==> src/rtl/seg_scan_pkg.sv <==
`default_nettype none
// ============================================================================
// Module   : seg_scan_pkg
// Purpose  : Shared definitions for the seven-segment scan controller:
//            scan state encoding and the hex glyph table (segments a..g on
//            bits 0..6, active-high).
// Config   : none (SEG_SCAN_LZ_BLANK_EN is consumed by seg_scan_ctrl only)
// Revision : 1.0 - initial release
// ============================================================================
package seg_scan_pkg;

  typedef enum logic [1:0] {
    IDLE  = 2'd0,
    BLANK = 2'd1,
    SHOW  = 2'd2
  } scan_state_e;

  // Entry N holds the glyph for hex value N (0-9, A, b, C, d, E, F).
  localparam logic [15:0][6:0] c_glyph_tbl = {
    7'h71,  // F
    7'h79,  // E
    7'h5E,  // d
    7'h39,  // C
    7'h7C,  // b
    7'h77,  // A
    7'h6F,  // 9
    7'h7F,  // 8
    7'h07,  // 7
    7'h7D,  // 6
    7'h6D,  // 5
    7'h66,  // 4
    7'h4F,  // 3
    7'h5B,  // 2
    7'h06,  // 1
    7'h3F   // 0
  };

endpackage
`default_nettype wire

==> src/rtl/seg_scan_ctrl_if.sv <==
`default_nettype none
// ============================================================================
// Module   : seg_scan_ctrl_if
// Purpose  : Digit-write handshake between a requester and seg_scan_ctrl.
// Signals  : wr_valid - write request (held by requester until accepted)
//            wr_ready - write accept
//            wr_idx   - digit index, 0 = least significant
//            wr_data  - 4-bit digit value
// Modports : master (requester), slave (seg_scan_ctrl)
// Revision : 1.0 - initial release
// ============================================================================
interface seg_scan_ctrl_if #(
  parameter int NUM_DIGITS = 4
);

  localparam int c_idx_w = (NUM_DIGITS > 1) ? $clog2(NUM_DIGITS) : 1;

  logic               wr_valid;
  logic               wr_ready;
  logic [c_idx_w-1:0] wr_idx;
  logic [3:0]         wr_data;

  modport master (
    output wr_valid,
    output wr_idx,
    output wr_data,
    input  wr_ready
  );

  modport slave (
    input  wr_valid,
    input  wr_idx,
    input  wr_data,
    output wr_ready
  );

endinterface
`default_nettype wire

==> src/rtl/seg_glyph_dec.sv <==
`default_nettype none
// ============================================================================
// Module   : seg_glyph_dec
// Purpose  : Combinational hex-to-seven-segment decoder.
// Ports    : digit - 4-bit value in
//            seg   - segments a..g on bits 0..6, active-high
// Revision : 1.0 - initial release
// ============================================================================
module seg_glyph_dec
  import seg_scan_pkg::*;
(
  input  logic [3:0] digit,
  output logic [6:0] seg
);

  assign seg = c_glyph_tbl[digit];

endmodule
`default_nettype wire

==> src/rtl/seg_scan_ctrl.sv <==
`default_nettype none
// ============================================================================
// Module   : seg_scan_ctrl
// Purpose  : Multiplexed seven-segment scan controller. Each digit is shown
//            for dwell+1 cycles, separated by BLANK_CYC dark cycles. Writes
//            land in a shadow buffer that is copied to the displayed buffer
//            at the frame boundary, so a frame never mixes old and new data.
// Ports    : clk        - clock, rising edge
//            rst_n      - asynchronous active-low reset
//            en         - scan enable; low forces IDLE
//            dwell      - SHOW length per digit minus one
//            wr         - digit-write handshake (slave modport)
//            seg        - segments a..g, active-high, registered
//            dig_en     - one-hot digit select, registered
//            frame_done - one-cycle pulse on the last SHOW cycle of a frame
// Config   : SEG_SCAN_LZ_BLANK_EN - when defined, leading-zero digits above
//            digit 0 are shown dark (dig_en still asserted).
// Revision : 1.0 - initial release
// ============================================================================
module seg_scan_ctrl
  import seg_scan_pkg::*;
#(
  parameter int NUM_DIGITS = 4,
  parameter int DWELL_W    = 16,
  parameter int BLANK_CYC  = 2
) (
  input  logic                  clk,
  input  logic                  rst_n,
  input  logic                  en,
  input  logic [DWELL_W-1:0]    dwell,
  seg_scan_ctrl_if.slave        wr,
  output logic [6:0]            seg,
  output logic [NUM_DIGITS-1:0] dig_en,
  output logic                  frame_done
);

  localparam int c_idx_w = (NUM_DIGITS > 1) ? $clog2(NUM_DIGITS) : 1;
  // A zero-length blank is not meaningful; clamp to one dark cycle.
  localparam int c_blk   = (BLANK_CYC < 1) ? 1 : BLANK_CYC;
  localparam int c_blk_w = $clog2(c_blk + 1);
  // One counter serves both BLANK and SHOW, so size it for the larger.
  localparam int c_cnt_w = (DWELL_W > c_blk_w) ? DWELL_W : c_blk_w;

  localparam logic [c_cnt_w-1:0] c_blk_last = c_cnt_w'(c_blk - 1);
  localparam logic [c_idx_w-1:0] c_idx_last = c_idx_w'(NUM_DIGITS - 1);

  scan_state_e                r_state,  w_state_nxt;
  logic [c_cnt_w-1:0]         r_cnt,    w_cnt_nxt;
  logic [c_cnt_w-1:0]         r_dwell,  w_dwell_nxt;
  logic [c_idx_w-1:0]         r_idx,    w_idx_nxt;
  logic [6:0]                 r_seg,    w_seg_nxt;
  logic [NUM_DIGITS-1:0]      r_dig_en, w_dig_en_nxt;

  logic [NUM_DIGITS-1:0][3:0] r_shadow;
  logic [NUM_DIGITS-1:0][3:0] r_active;

  logic                       w_show_last;
  logic                       w_boundary;
  logic                       w_wr_fire;
  logic [3:0]                 w_cur_digit;
  logic [6:0]                 w_cur_glyph;
  logic                       w_lz_blank;

  // --------------------------------------------------------------------------
  // Frame boundary: last SHOW cycle of the most significant digit. The
  // shadow->active copy happens on the edge closing this cycle, so writes are
  // refused here to keep a write from racing the copy.
  // --------------------------------------------------------------------------
  assign w_show_last = (r_state == SHOW) && (r_cnt == r_dwell);
  assign w_boundary  = w_show_last && (r_idx == c_idx_last);
  assign frame_done  = w_boundary;
  assign wr.wr_ready = !w_boundary;
  assign w_wr_fire   = wr.wr_valid && wr.wr_ready;

  assign w_cur_digit = r_active[r_idx];

  seg_glyph_dec u_glyph_dec (
    .digit (w_cur_digit),
    .seg   (w_cur_glyph)
  );

`ifdef SEG_SCAN_LZ_BLANK_EN
  // Digit idx is a leading zero when it and every higher digit are zero.
  // Digit 0 always shows so a value of zero is still visible.
  always_comb begin
    w_lz_blank = (r_idx != '0);
    for (int d = 0; d < NUM_DIGITS; d++) begin
      if ((d >= int'(r_idx)) && (r_active[d] != 4'd0)) begin
        w_lz_blank = 1'b0;
      end
    end
  end
`else
  assign w_lz_blank = 1'b0;
`endif

  // --------------------------------------------------------------------------
  // Next-state and next-output logic. seg/dig_en are computed one cycle
  // ahead so the registered values are valid from the first SHOW cycle.
  // --------------------------------------------------------------------------
  always_comb begin
    w_state_nxt  = r_state;
    w_cnt_nxt    = r_cnt;
    w_idx_nxt    = r_idx;
    w_dwell_nxt  = r_dwell;
    w_seg_nxt    = 7'd0;
    w_dig_en_nxt = '0;

    if (!en) begin
      w_state_nxt = IDLE;
      w_cnt_nxt   = '0;
      w_idx_nxt   = '0;
    end else begin
      case (r_state)
        IDLE: begin
          w_state_nxt = BLANK;
          w_cnt_nxt   = '0;
        end
        BLANK: begin
          if (r_cnt == c_blk_last) begin
            w_state_nxt  = SHOW;
            w_cnt_nxt    = '0;
            w_dwell_nxt  = c_cnt_w'(dwell);
            w_dig_en_nxt = NUM_DIGITS'(1) << r_idx;
            w_seg_nxt    = w_lz_blank ? 7'd0 : w_cur_glyph;
          end else begin
            w_cnt_nxt = r_cnt + 1'b1;
          end
        end
        SHOW: begin
          if (w_show_last) begin
            w_state_nxt = BLANK;
            w_cnt_nxt   = '0;
            w_idx_nxt   = (r_idx == c_idx_last) ? '0 : r_idx + 1'b1;
          end else begin
            w_cnt_nxt    = r_cnt + 1'b1;
            w_dig_en_nxt = r_dig_en;
            w_seg_nxt    = r_seg;
          end
        end
        default: begin
          w_state_nxt = IDLE;
          w_cnt_nxt   = '0;
          w_idx_nxt   = '0;
        end
      endcase
    end
  end

  always_ff @(posedge clk or negedge rst_n) begin
    if (!rst_n) begin
      r_state  <= IDLE;
      r_cnt    <= '0;
      r_dwell  <= '0;
      r_idx    <= '0;
      r_seg    <= 7'd0;
      r_dig_en <= '0;
    end else begin
      r_state  <= w_state_nxt;
      r_cnt    <= w_cnt_nxt;
      r_dwell  <= w_dwell_nxt;
      r_idx    <= w_idx_nxt;
      r_seg    <= w_seg_nxt;
      r_dig_en <= w_dig_en_nxt;
    end
  end

  // --------------------------------------------------------------------------
  // Digit storage. An out-of-range wr_idx matches no digit and is dropped.
  // --------------------------------------------------------------------------
  always_ff @(posedge clk or negedge rst_n) begin
    if (!rst_n) begin
      r_shadow <= '0;
      r_active <= '0;
    end else begin
      for (int d = 0; d < NUM_DIGITS; d++) begin
        if (w_wr_fire && (wr.wr_idx == c_idx_w'(d))) begin
          r_shadow[d] <= wr.wr_data;
        end
        if (w_boundary) begin
          r_active[d] <= r_shadow[d];
        end
      end
    end
  end

  assign seg    = r_seg;
  assign dig_en = r_dig_en;

endmodule
`default_nettype wire

==> src/flat_wrapper.sv <==
// flat-port wrapper written by rule: the top's interface ports become plain ports
module seg_scan_ctrl_flat import seg_scan_pkg::*;
#(
  parameter int NUM_DIGITS = 4,
  parameter int DWELL_W    = 16,
  parameter int BLANK_CYC  = 2
)
  (clk, rst_n, en, dwell, seg, dig_en, frame_done, wr_wr_valid, wr_wr_idx, wr_wr_data, wr_wr_ready);
  seg_scan_ctrl_if #(.NUM_DIGITS(NUM_DIGITS)) wr_i ();
  input  logic clk;
  input  logic rst_n;
  input  logic en;
  input  logic [DWELL_W-1:0] dwell;
  output logic [6:0] seg;
  output logic [NUM_DIGITS-1:0] dig_en;
  output logic frame_done;
  input wire logic [$bits(wr_i.wr_valid)-1:0] wr_wr_valid;
  input wire logic [$bits(wr_i.wr_idx)-1:0] wr_wr_idx;
  input wire logic [$bits(wr_i.wr_data)-1:0] wr_wr_data;
  output wire logic [$bits(wr_i.wr_ready)-1:0] wr_wr_ready;
  assign wr_i.wr_valid = wr_wr_valid;
  assign wr_i.wr_idx = wr_wr_idx;
  assign wr_i.wr_data = wr_wr_data;
  assign wr_wr_ready = wr_i.wr_ready;
  seg_scan_ctrl #(.NUM_DIGITS(NUM_DIGITS), .DWELL_W(DWELL_W), .BLANK_CYC(BLANK_CYC)) u_core (.clk(clk), .rst_n(rst_n), .en(en), .dwell(dwell), .wr(wr_i), .seg(seg), .dig_en(dig_en), .frame_done(frame_done));
endmodule
==> config.mk <==
export PLATFORM = sky130hd
export DESIGN_NAME = seg_scan_ctrl_flat
export DESIGN_NICKNAME = d
export VERILOG_FILES = /design/src/rtl/seg_scan_pkg.sv /design/src/rtl/seg_scan_ctrl_if.sv /design/src/rtl/seg_glyph_dec.sv /design/src/rtl/seg_scan_ctrl.sv /design/src/flat_wrapper.sv
export SDC_FILE = /design/constraint.sdc
export NUM_CORES = 1
export LEC_CHECK = 0
export CAP_MARGIN = 5
export CORE_MARGIN = 4
export CORE_UTILIZATION = 35
export CTS_BUF_LIST = sky130_fd_sc_hd__clkbuf_16
export CTS_CLUSTER_SIZE = 8
export DETAILED_ROUTE_END_ITERATION = 16
export PLACE_DENSITY = 0.53
export SETUP_SLACK_MARGIN = 0.02
export SLEW_MARGIN = 40
export SYNTH_ARGS = -nofsm -noshare
export SYNTH_HDL_FRONTEND = slang
export SYNTH_HIERARCHICAL = 1
export SYNTH_SLANG_ARGS = --single-unit
==> constraint.sdc <==
create_clock -name clk -period 2.9 [get_ports clk]
set_input_delay 0.58 -clock clk [delete_from_list [all_inputs] [get_ports clk]]
set_output_delay 0.58 -clock clk [all_outputs]
set_load 0.01 [all_outputs]
==> flow_summary.toml, run 1 <==
[clocking]
clockBufferDepth = 2
cts_inserted_buffers = 9
clk_pin_slew_ns = 0.06
tritoncts = "done"
worst_skew_late_latency_ns = 0.33
hold_buf_cts = 0
h-tree-depth = 3
clock_tree.root_cell = "clkbuf_16"
clock_sinks = 79

[synth]
async_flop_share = 1.00
synth.top_cells.by_count = "dfrtp_1, mux2_2, nor2_1"
synth_area_sq_um = 4050
yosys_warnings = 6
synth-seq-cells = 79
xor_xnor_cell_area_share_of_the_yosys_netlist = 0.0667
synthFlopType = "dfrtp_1"
dominant_combinational_cell_family_by_area_after_synthesis = "multiplexers"
netlist_instances = 330
syn-mean-instance-area_sq_um = 12.3
synth-edff-count = 0
post_synthesis_adder_cell_area_fraction = 0.0525
top_count_cell_post_synth = "dfrtp_1"
syn-num-nets = 373
area_share_of_and_or_nand_nor_cells_after_synthesis = 0.111
synthDistinctLibCells = 47
synthMuxAreaShare = 0.209
leading_area_contributor_after_synthesis = "dfrtp_1"
sequential_cell_area_fraction_in_the_yosys_report = 0.488
yosys.area.top_type_share = 0.488
synth_compound_gate_area_share = 0.0340
ys_top_cells_by_area = "dfrtp_1, mux2_2, ha_1"

[power]
peakVddDrop_uv = 228
switching_share = 0.238
power.clock.fraction = 0.399
power_leakage_nw = 2.16
power_spent_charging_and_discharging_nets_mw = 0.689
combinationalPowerShare = 0.153
power_density_nw_per_um2 = 575
internal-power_mw = 2.21
seqPwrFrac = 0.448

[floorplanning]
floorplan.initialDensity = 0.356
dieWidth_um = 116
core_sq_um = 11400
num_rows = 39
fp.dieH_um = 116
floorplan.io_pins = 39
design.die.area_sq_um = 13400

[sta]
skew_ns = 0.00797
post-route-worst-setup-slack_ns = 0.164
tightest_slew_ns = 0.440
timing_max_transition_violations_final = 0
sum_neg_setup_slack_ns = 0
achievable-frequency_ghz = 0.366
rsz0062_at_grt = "false"
period_needed_ns = 2.74
relSlewSlack = 0.707
final_hold_vio_count = 0
fin_crit_sh = 0.943
finalSetupViolCount = 0

[placed_design]
globalplace.congestion = 0.833
dp_hpwl_mm = 5.61
dp_slack_ns = 0.0928
numPortBuffers = 38

[finish]
final_net_count = 428
fraction_of_final_layout_cells_sized_beyond_drive_strength_1 = 0.244
fill_cells = 1084
flow.area_growth_from_synthesis_pct = 24.2
antenna-diode-count = 0

[grt]
overflow = 0
antenna_found_initial = 0
grt_first_pass_wirelength_mm = 13.6
pin_count_of_the_biggest_net_entering_global_routing = 80
first_global_vias = 2692
globalRouteTotalUtil = 0.131

[detailed_routing]
detailedRoute.firstPassIterationCount = 4
drt_wirelength_mm = 7.79
drt-vias-per-instance = 4.82
detailroute.via_count = 2564
drt_iter0_markers = 106
routed_wire_length_per_instance_um = 14.6
route.detailed.drc = 0
final_antenna_net_count = 0

[worst_setup_path]
path_class = "flip-flop to output pin"
critPathCaptureType = "output pin"
timing.critical_path.cells = "xnor2_1 -> nand4_1 -> or4_4 -> nor2_4 -> nand2_1 -> inv_1 -> dlygate4sd2_1"
cp_data_required_time_ns = 2.32
max_stage_delay_ns = 0.56
arrival_ns = 2.16
critical_path.startpoint_type = "flip-flop"
cp_max_fo = 5
critPathBufInv = 2
critPathSlowestCell = "or4_4"
critical-path-top-delay-family = "simple AND/OR/NAND/NOR gates"

[flow_run]
drv_cap = 0

[min_path]
hold_class = "input port to async pin"

[outcome]
result_of_the_run = "finished, final reports clean"
-- cell usage in the layout (no fill, tap or decap), types with 3 or more instances in the layout --
cell type,instances
nor3_1,4
xor2_1,8
mux2_2,33
a21oi_1,6
mux4_2,4
inv_1,24
mux2i_1,13
dfrtp_1,76
ha_1,17
xnor2_2,7
mux2_4,7
nand3_1,6
xnor2_1,15
dfrtp_2,3
clkbuf_16,9
and2_1,3
buf_4,16
clkdlybuf4s50_1,35
mux2_1,11
nand4_1,7
nand2_1,20
and3_1,4
nor2_1,22
-- kinds of logic after synthesis --
| kind of cell | Yosys count |
|---|---|
| xor gates and xnor gates | 30 |
| DFF | 79 |
| adders and majority gates | 17 |
| muxes | 69 |
| and+or+nand+nor | 84 |
| buffers and inverters | 32 |
| AOI/OAI and AO/OA | 19 |
-- registers in the layout, summed over array words and instances, names as in the netlist --
register and flops:
u_core/r_idx 2, u_core/seg 7, u_core/dig_en 4, u_core/r_state 2, u_core/r_active 16, u_core/r_shadow 16
u_core/r_dwell 16, u_core/r_cnt 16
-- metal layers --
| metal | part of all wire | track usage | vias to the layer above |
|---|---|---|---|
| met1 | 0.49 | 0.180 | 1261 |
| met2 | 0.45 | 0.197 | 45 |
| met3 | 0.037 | 0.0329 | 13 |
| li1 | - | - | 1245 |
| met4 | 0.020 | 0.0532 | 0 |
| met5 | 0 | 0 | - |
-- through the flow --
stage               cells  utilization  power [mW]  instance area (sq um)  hold WS [ns]
finish                532        0.443        2.90                   5030         0.270
global route          532        0.443        3.07                   5030         0.287
CTS                   528        0.434        2.90                   4940         0.284
detailed placement    510        0.406        1.71                   4610         0.472
global placement      510        0.406        1.70                   4610         0.464
floorplan             330            -        1.55                   4050         0.284
-- power by group through the flow --
stage | sequential (mW) | clock [mW] | combinational [mW]
final | 1.30 | 1.16 | 0.444
after detailed placement | 1.31 | 0 | 0.400
after global routing | 1.31 | 1.26 | 0.494
after floorplan | 1.28 | 0 | 0.266
after global placement | 1.31 | 0 | 0.393
after CTS | 1.29 | 1.20 | 0.404
-- what timing repair did --
item | CTS | global route
endpoints found under the setup margin | 2 | 2
pin swaps | 4 | 8
gates resized for setup | 3 | 12
setup buffers | 3 | 4
-- path summary, 6_finish.rpt --
check                                   startpoint            endpoint  slack [ns]  cells past startpoint
worst min-delay path                         rst_n       u_core/seg[6]        0.27                      2
worst min register to register  u_core/r_shadow[2]  u_core/r_shadow[2]        0.48                      1
min in group clk                u_core/r_shadow[2]  u_core/r_shadow[2]        0.48                      1
max in group asynchronous                    rst_n     u_core/r_cnt[8]        2.28                      2
worst max register to register     u_core/r_idx[0]       u_core/seg[3]        0.51                      7
worst max-delay path               u_core/r_cnt[9]          frame_done        0.16                      7
-- final cells by class --
class	count	area, sq um	share of cell area
multi-input cells	219	1980	0.393
well taps	143	179	0.0356
clock buffers	9	225	0.0448
repair buffers	54	508	0.101
flip-flops and latches	79	1980	0.394
inverters	22	82.6	0.0164
clock inverters	6	78.8	0.0157
-- worst reg2reg max path, delay by kind of cell, from the launching register on --
| family | cells | cell delay (ns) |
|---|---|---|
| flops | 1 | 0.61 |
| mux | 3 | 1.16 |
| fa+ha+maj | 1 | 0.24 |
| buf+inv | 2 | 0.19 |
| simple gates | 1 | 0.07 |
No activity file was read; power rests on OpenSTA's default activity.
==> run 2, diff against run 1 <==
--- a/config.mk
+++ b/config.mk
@@ -6,12 +6,14 @@
 export NUM_CORES = 1
 export LEC_CHECK = 0
 export CAP_MARGIN = 5
+export CELL_PAD_IN_SITES_DETAIL_PLACEMENT = 0
+export CELL_PAD_IN_SITES_GLOBAL_PLACEMENT = 1
 export CORE_MARGIN = 4
-export CORE_UTILIZATION = 35
+export CORE_UTILIZATION = 46
 export CTS_BUF_LIST = sky130_fd_sc_hd__clkbuf_16
 export CTS_CLUSTER_SIZE = 8
 export DETAILED_ROUTE_END_ITERATION = 16
-export PLACE_DENSITY = 0.53
+export PLACE_DENSITY = 0.79
 export SETUP_SLACK_MARGIN = 0.02
 export SLEW_MARGIN = 40
 export SYNTH_ARGS = -nofsm -noshare
==> run 2 against run 1 <==
  * Register-to-register slack lost 0.43 ns
  * Maximum frequency down 2.8%
  * Clock skew up 0.0014 ns
  * Largest cell class is now multi-input gates
  * Largest power group unchanged
==> flow_summary.toml, run 2 (synthesis results as in run 1) <==
[sta]
skew_ns = 0.00934
relSlewSlack = 0.523
achievable-frequency_ghz = 0.355
hold-worst-slack_ns = 0.279
timing_max_transition_violations_final = 0
tightest_slew_ns = 0.715
fin_crit_sh = 0.971
finalSetupViolCount = 0
period_needed_ns = 2.82
final_hold_vio_count = 0

[detailed_routing]
drt_wirelength_mm = 7.95
detailedRoute.firstPassIterationCount = 5
final_antenna_net_count = 0
detailroute.via_count = 2629
route.detailed.drc = 0
drt-vias-per-instance = 5.24
routed_wire_length_per_instance_um = 15.8
drt_iter0_markers = 154

[clocking]
clockBufferDepth = 2
cts_inserted_buffers = 9
worst_skew_late_latency_ns = 0.33
clk_pin_slew_ns = 0.06
tritoncts = "done"
h-tree-depth = 3
clock_tree.root_cell = "clkbuf_16"
clock_sinks = 79

[grt]
overflow = 0
first_global_vias = 2705
pin_count_of_the_biggest_net_entering_global_routing = 80
antenna_found_initial = 0
globalRouteTotalUtil = 0.166
grt_first_pass_wirelength_mm = 13.4

[power]
power_leakage_nw = 2.19
power_density_nw_per_um2 = 604
peakVddDrop_uv = 327

[worst_setup_path]
critPathCaptureType = "flip-flop"
path_class = "flip-flop to flip-flop"
critical_path.startpoint_type = "flip-flop"
cp_max_fo = 5
arrival_ns = 3.02
cp_data_required_time_ns = 3.11

[floorplanning]
design.die.area_sq_um = 10400
floorplan.initialDensity = 0.483
num_rows = 33
core_sq_um = 8380
floorplan.io_pins = 39
fp.dieH_um = 102
dieWidth_um = 102

[finish]
final_net_count = 435
flow.area_growth_from_synthesis_pct = 25.0
finish.cell_count_without_fillers = 502
fill_cells = 689
layout.cells.most_common_list = "dfrtp_1, clkdlybuf4s50_1, mux2_2, inv_1, nor2_1"
fraction_of_final_layout_cells_sized_beyond_drive_strength_1 = 0.275
postLayoutCoreUtil = 0.604
final_common_cell = "dfrtp_1"
antenna-diode-count = 0
finalInstanceArea_sq_um = 5060

[placed_design]
numPortBuffers = 38
number_of_placed_cells_counting_well_taps = 473
placed_area_sq_um = 4560
dp_hpwl_mm = 5.45
globalplace.congestion = 0.826

[flow_run]
drv_cap = 0

[outcome]
result_of_the_run = "finished, final reports clean"

[min_path]
hold_class = "input port to async pin"
[run 2: cell types whose count changed in the layout (fill, tap and decap cells not counted), moves of 3 or more]
cell,previous run,this run
xnor2_1,15,19
mux2_4,7,12
buf_6,0,3
xnor2_2,7,3
buf_4,16,20
mux2_1,11,6
[run 2: metal layers]
metal  vias to the layer above  wire length [um]  global-route usage
li1                       1265                 -                   -
met1                      1297              3800               0.233
met2                        60              3730               0.261
met3                         7               328              0.0300
met4                         0                87              0.0575
met5                         -                 0                   0
[run 2: worst max-delay path, cell delays in order (launching register included)]
cell and delay, ns:
dfrtp_1 0.41, xnor2_2 0.17, nand4_1 0.18, buf_4 0.18, buf_4 0.12, buf_4 0.12
buf_4 0.12, buf_4 0.12, buf_4 0.12, buf_4 0.13, nor3_4 0.16, buf_6 0.15
nand3_4 0.12, nand4_1 0.17, buf_12 0.14, mux2_4 0.29
[run 2: repair_timing]
action                                  CTS  global route
pin swaps                                 2             6
gates resized for setup                   8            15
buffers inserted                          8             5
hold buffers                              0             0
endpoints found under the setup margin    2            50
[run 2: area by class of cell]
type,instances,area (sq um),share of cell area
multi-input combinational,219,1990,0.393
sequential,79,1980,0.392
timing repair buffer,61,572,0.113
clock buffer,9,225,0.0445
tap,105,131,0.0260
inverter,22,82.6,0.0163
clock inverter,7,80.1,0.0158
[run 2: per-stage QoR]
stage,TNS [ns],power [mW],setup WS [ns]
CTS,0,2.97,0.00284
floorplan,0,1.55,0.573
detailed placement,0,1.72,0.124
global route,-0.000556,3.19,-0.000556
global placement,0,1.71,0.182
finish,0,3.06,0.0849
[run 2: power by group]
group / switching (mW) / internal, mW / total, mW
Clock: 0.464 / 0.675 / 1.14
Combinational: 0.242 / 0.386 / 0.627
Sequential: 0.0787 / 1.21 / 1.29
Total: 0.784 / 2.27 / 3.06
[run 2: path summary, 6_finish.rpt]
check / end / start / slack, ns / cells past startpoint
hold / removal: u_core/r_cnt[2] / rst_n / 0.28 / 1
hold reg to reg: u_core/r_active[3] / u_core/r_shadow[3] / 0.48 / 1
setup reg to reg: u_core/r_shadow[15] / u_core/r_cnt[2] / 0.08 / 15
max in group asynchronous: u_core/r_cnt[8] / rst_n / 2.09 / 1
setup / recovery: u_core/r_shadow[15] / u_core/r_cnt[2] / 0.08 / 15
min in group clk: u_core/r_active[3] / u_core/r_shadow[3] / 0.48 / 1
==> run 3, diff against run 2 <==
--- a/config.mk
+++ b/config.mk
@@ -9,13 +9,13 @@
 export CELL_PAD_IN_SITES_DETAIL_PLACEMENT = 0
 export CELL_PAD_IN_SITES_GLOBAL_PLACEMENT = 1
 export CORE_MARGIN = 4
-export CORE_UTILIZATION = 46
+export CORE_UTILIZATION = 51
 export CTS_BUF_LIST = sky130_fd_sc_hd__clkbuf_16
 export CTS_CLUSTER_SIZE = 8
 export DETAILED_ROUTE_END_ITERATION = 16
-export PLACE_DENSITY = 0.79
+export DONT_BUFFER_PORTS = 1
+export PLACE_DENSITY = 0.78
 export SETUP_SLACK_MARGIN = 0.02
-export SLEW_MARGIN = 40
 export SYNTH_ARGS = -nofsm -noshare
 export SYNTH_HDL_FRONTEND = slang
 export SYNTH_HIERARCHICAL = 1
==> constraint.sdc (replaced) <==
create_clock -name clk -period 2.9 [get_ports clk]
set_input_delay 0.58 -clock clk [delete_from_list [all_inputs] [get_ports clk]]
set_output_delay 0.58 -clock clk [all_outputs]
set_load 0.05 [all_outputs]
==> run 3 against run 2 <==
  * Total power is 8.3% lower
  * Cell count is 11% lower
  * Hold slack got worse by 0.15 ns
  * Via count is 9.0% lower
  * Clock skew is 0.0018 ns lower
  * Combinational power down 39%
  * Critical endpoint is now frame_done
==> flow_summary.toml, run 3 (synthesis results as in run 1) <==
[outcome]
result_of_the_run = "finished, final reports clean"

[clocking]
clock_tree.root_cell = "clkbuf_16"
worst_skew_late_latency_ns = 0.33
h-tree-depth = 3
clk_pin_slew_ns = 0.06
cts_inserted_buffers = 9
tritoncts = "done"
clockBufferDepth = 2
clock_sinks = 79

[sta]
achievable-frequency_ghz = 0.371
timing_max_transition_violations_final = 0
tightest_slew_ns = 1.13
post-route-worst-setup-slack_ns = 0.205
fin_crit_sh = 0.929
finalSetupViolCount = 0
period_needed_ns = 2.69
final_hold_vio_count = 0
skew_ns = 0.00756
relSlewSlack = 0.242
sum_neg_setup_slack_ns = 0
rsz0062_at_grt = "false"

[power]
power_density_nw_per_um2 = 619
power_leakage_nw = 1.95
peakVddDrop_uv = 378
total_power_mw = 2.80

[finish]
ff_latch_area_sq_um = 1980
finalInstanceArea_sq_um = 4520
flow.area_growth_from_synthesis_pct = 11.7
layout.cells.most_common_list = "dfrtp_1, mux2_2, inv_1, nor2_1"
fraction_of_final_layout_cells_sized_beyond_drive_strength_1 = 0.251
final_common_cell = "dfrtp_1"
final_net_count = 384
multi_input_comb_area_sq_um = 1930
fill_cells = 634
antenna-diode-count = 0

[floorplanning]
fp.dieH_um = 97.1
floorplan.io_pins = 39
core_sq_um = 7730
dieWidth_um = 97.1
num_rows = 32
floorplan.initialDensity = 0.524
design.die.area_sq_um = 9430

[grt]
antenna_found_initial = 0
pin_count_of_the_biggest_net_entering_global_routing = 80
overflow = 0
globalRouteTotalUtil = 0.163
first_global_vias = 2503
grt_first_pass_wirelength_mm = 12.3

[detailed_routing]
route.detailed.drc = 0
routed_wire_length_per_instance_um = 16.0
detailroute.via_count = 2393
drt-vias-per-instance = 5.34
drt_wirelength_mm = 7.15
detailedRoute.firstPassIterationCount = 4
drt_iter0_markers = 74
final_antenna_net_count = 0

[worst_setup_path]
path_class = "flip-flop to output pin"
critPathCaptureType = "output pin"
cp_data_required_time_ns = 2.32
cp_max_fo = 6
arrival_ns = 2.11
timing.critical_path.cells = "xnor2_1 -> nand4_1 -> or4_4 -> nor2_2 -> nand2_1 -> inv_1 -> buf_6"
critical-path-top-delay-family = "simple AND/OR/NAND/NOR gates"
max_stage_delay_ns = 0.54
critical_path.startpoint_type = "flip-flop"
critPathSlowestCell = "or4_4"
critPathBufInv = 2

[min_path]
hold_class = "input port to async pin"

[placed_design]
dp_hpwl_mm = 5.09
dp_slack_ns = 0.416
globalplace.congestion = 0.890
placed_area_sq_um = 4160
numPortBuffers = 0

[flow_run]
drv_cap = 0
[run 3: changes by cell type in the layout (fill, tap and decap cells not counted), moves of 2 or more]
cell,before,now
buf_4,20,8
clkdlybuf4s50_1,35,0
buf_6,3,1
dlygate4sd2_1,2,0
mux2_4,12,7
mux2_1,6,11
clkinv_4,2,0
[run 3: metrics by stage]
step	util	cells	hold WS [ns]
final	0.585	448	0.132
after global routing	0.585	448	0.158
after CTS	0.581	446	0.151
after detailed placement	0.538	429	0.288
after global placement	0.538	429	0.288
after floorplan	-	330	0.284
[run 3: where the power goes]
part	switching (mW)	total, mW	internal [mW]
registers	0.0816	1.29	1.21
logic	0.170	0.382	0.212
clock network	0.452	1.13	0.675
[run 3: worst paths after layout]
| path | startpoint | to | slack [ns] | cells past startpoint |
|---|---|---|---|---|
| worst max register to register | u_core/r_state[0] | u_core/dig_en[3] | 0.53 | 7 |
| worst max-delay path | u_core/r_cnt[11] | frame_done | 0.21 | 7 |
| max in group asynchronous | rst_n | u_core/r_cnt[2] | 2.43 | 1 |
| worst min-delay path | rst_n | u_core/r_state[0] | 0.13 | 1 |
| min in group clk | wr_wr_data[2] | u_core/r_shadow[14] | 0.38 | 1 |
| worst min register to register | u_core/r_active[10] | u_core/r_active[10] | 0.49 | 1 |
[run 3: what timing repair did]
item	CTS	global route
buffers inserted	0	2
endpoints found under the hold margin	79	0
hold buffers	1	0
gates resized for setup	0	8
setup endpoints to repair	0	2
[run 3: final cells by class]
type,instances,area share
clock buffer,9,0.0498
clock inverter,7,0.0174
inverter,22,0.0183
multi-input combinational,219,0.426
sequential,79,0.438
tap,102,0.0282
timing repair buffer,10,0.0218
[run 3: worst reg2reg max path, delay by kind of cell (launching register included)]
kind	cells	cell delay, ns
DFF	1	0.39
adders and majority gates	1	0.24
muxes	1	0.29
buffers and inverters	1	0.08
and+or+nand+nor	4	1.28
[run 3: layer usage]
| metal | wire length (um) | vias up | global-route usage |
|---|---|---|---|
| met4 | 119 | 0 | 0.0778 |
| met2 | 3260 | 45 | 0.236 |
| met5 | 0 | - | 0 |
| met3 | 301 | 10 | 0.0431 |
| li1 | - | 1166 | - |
| met1 | 3470 | 1172 | 0.229 |
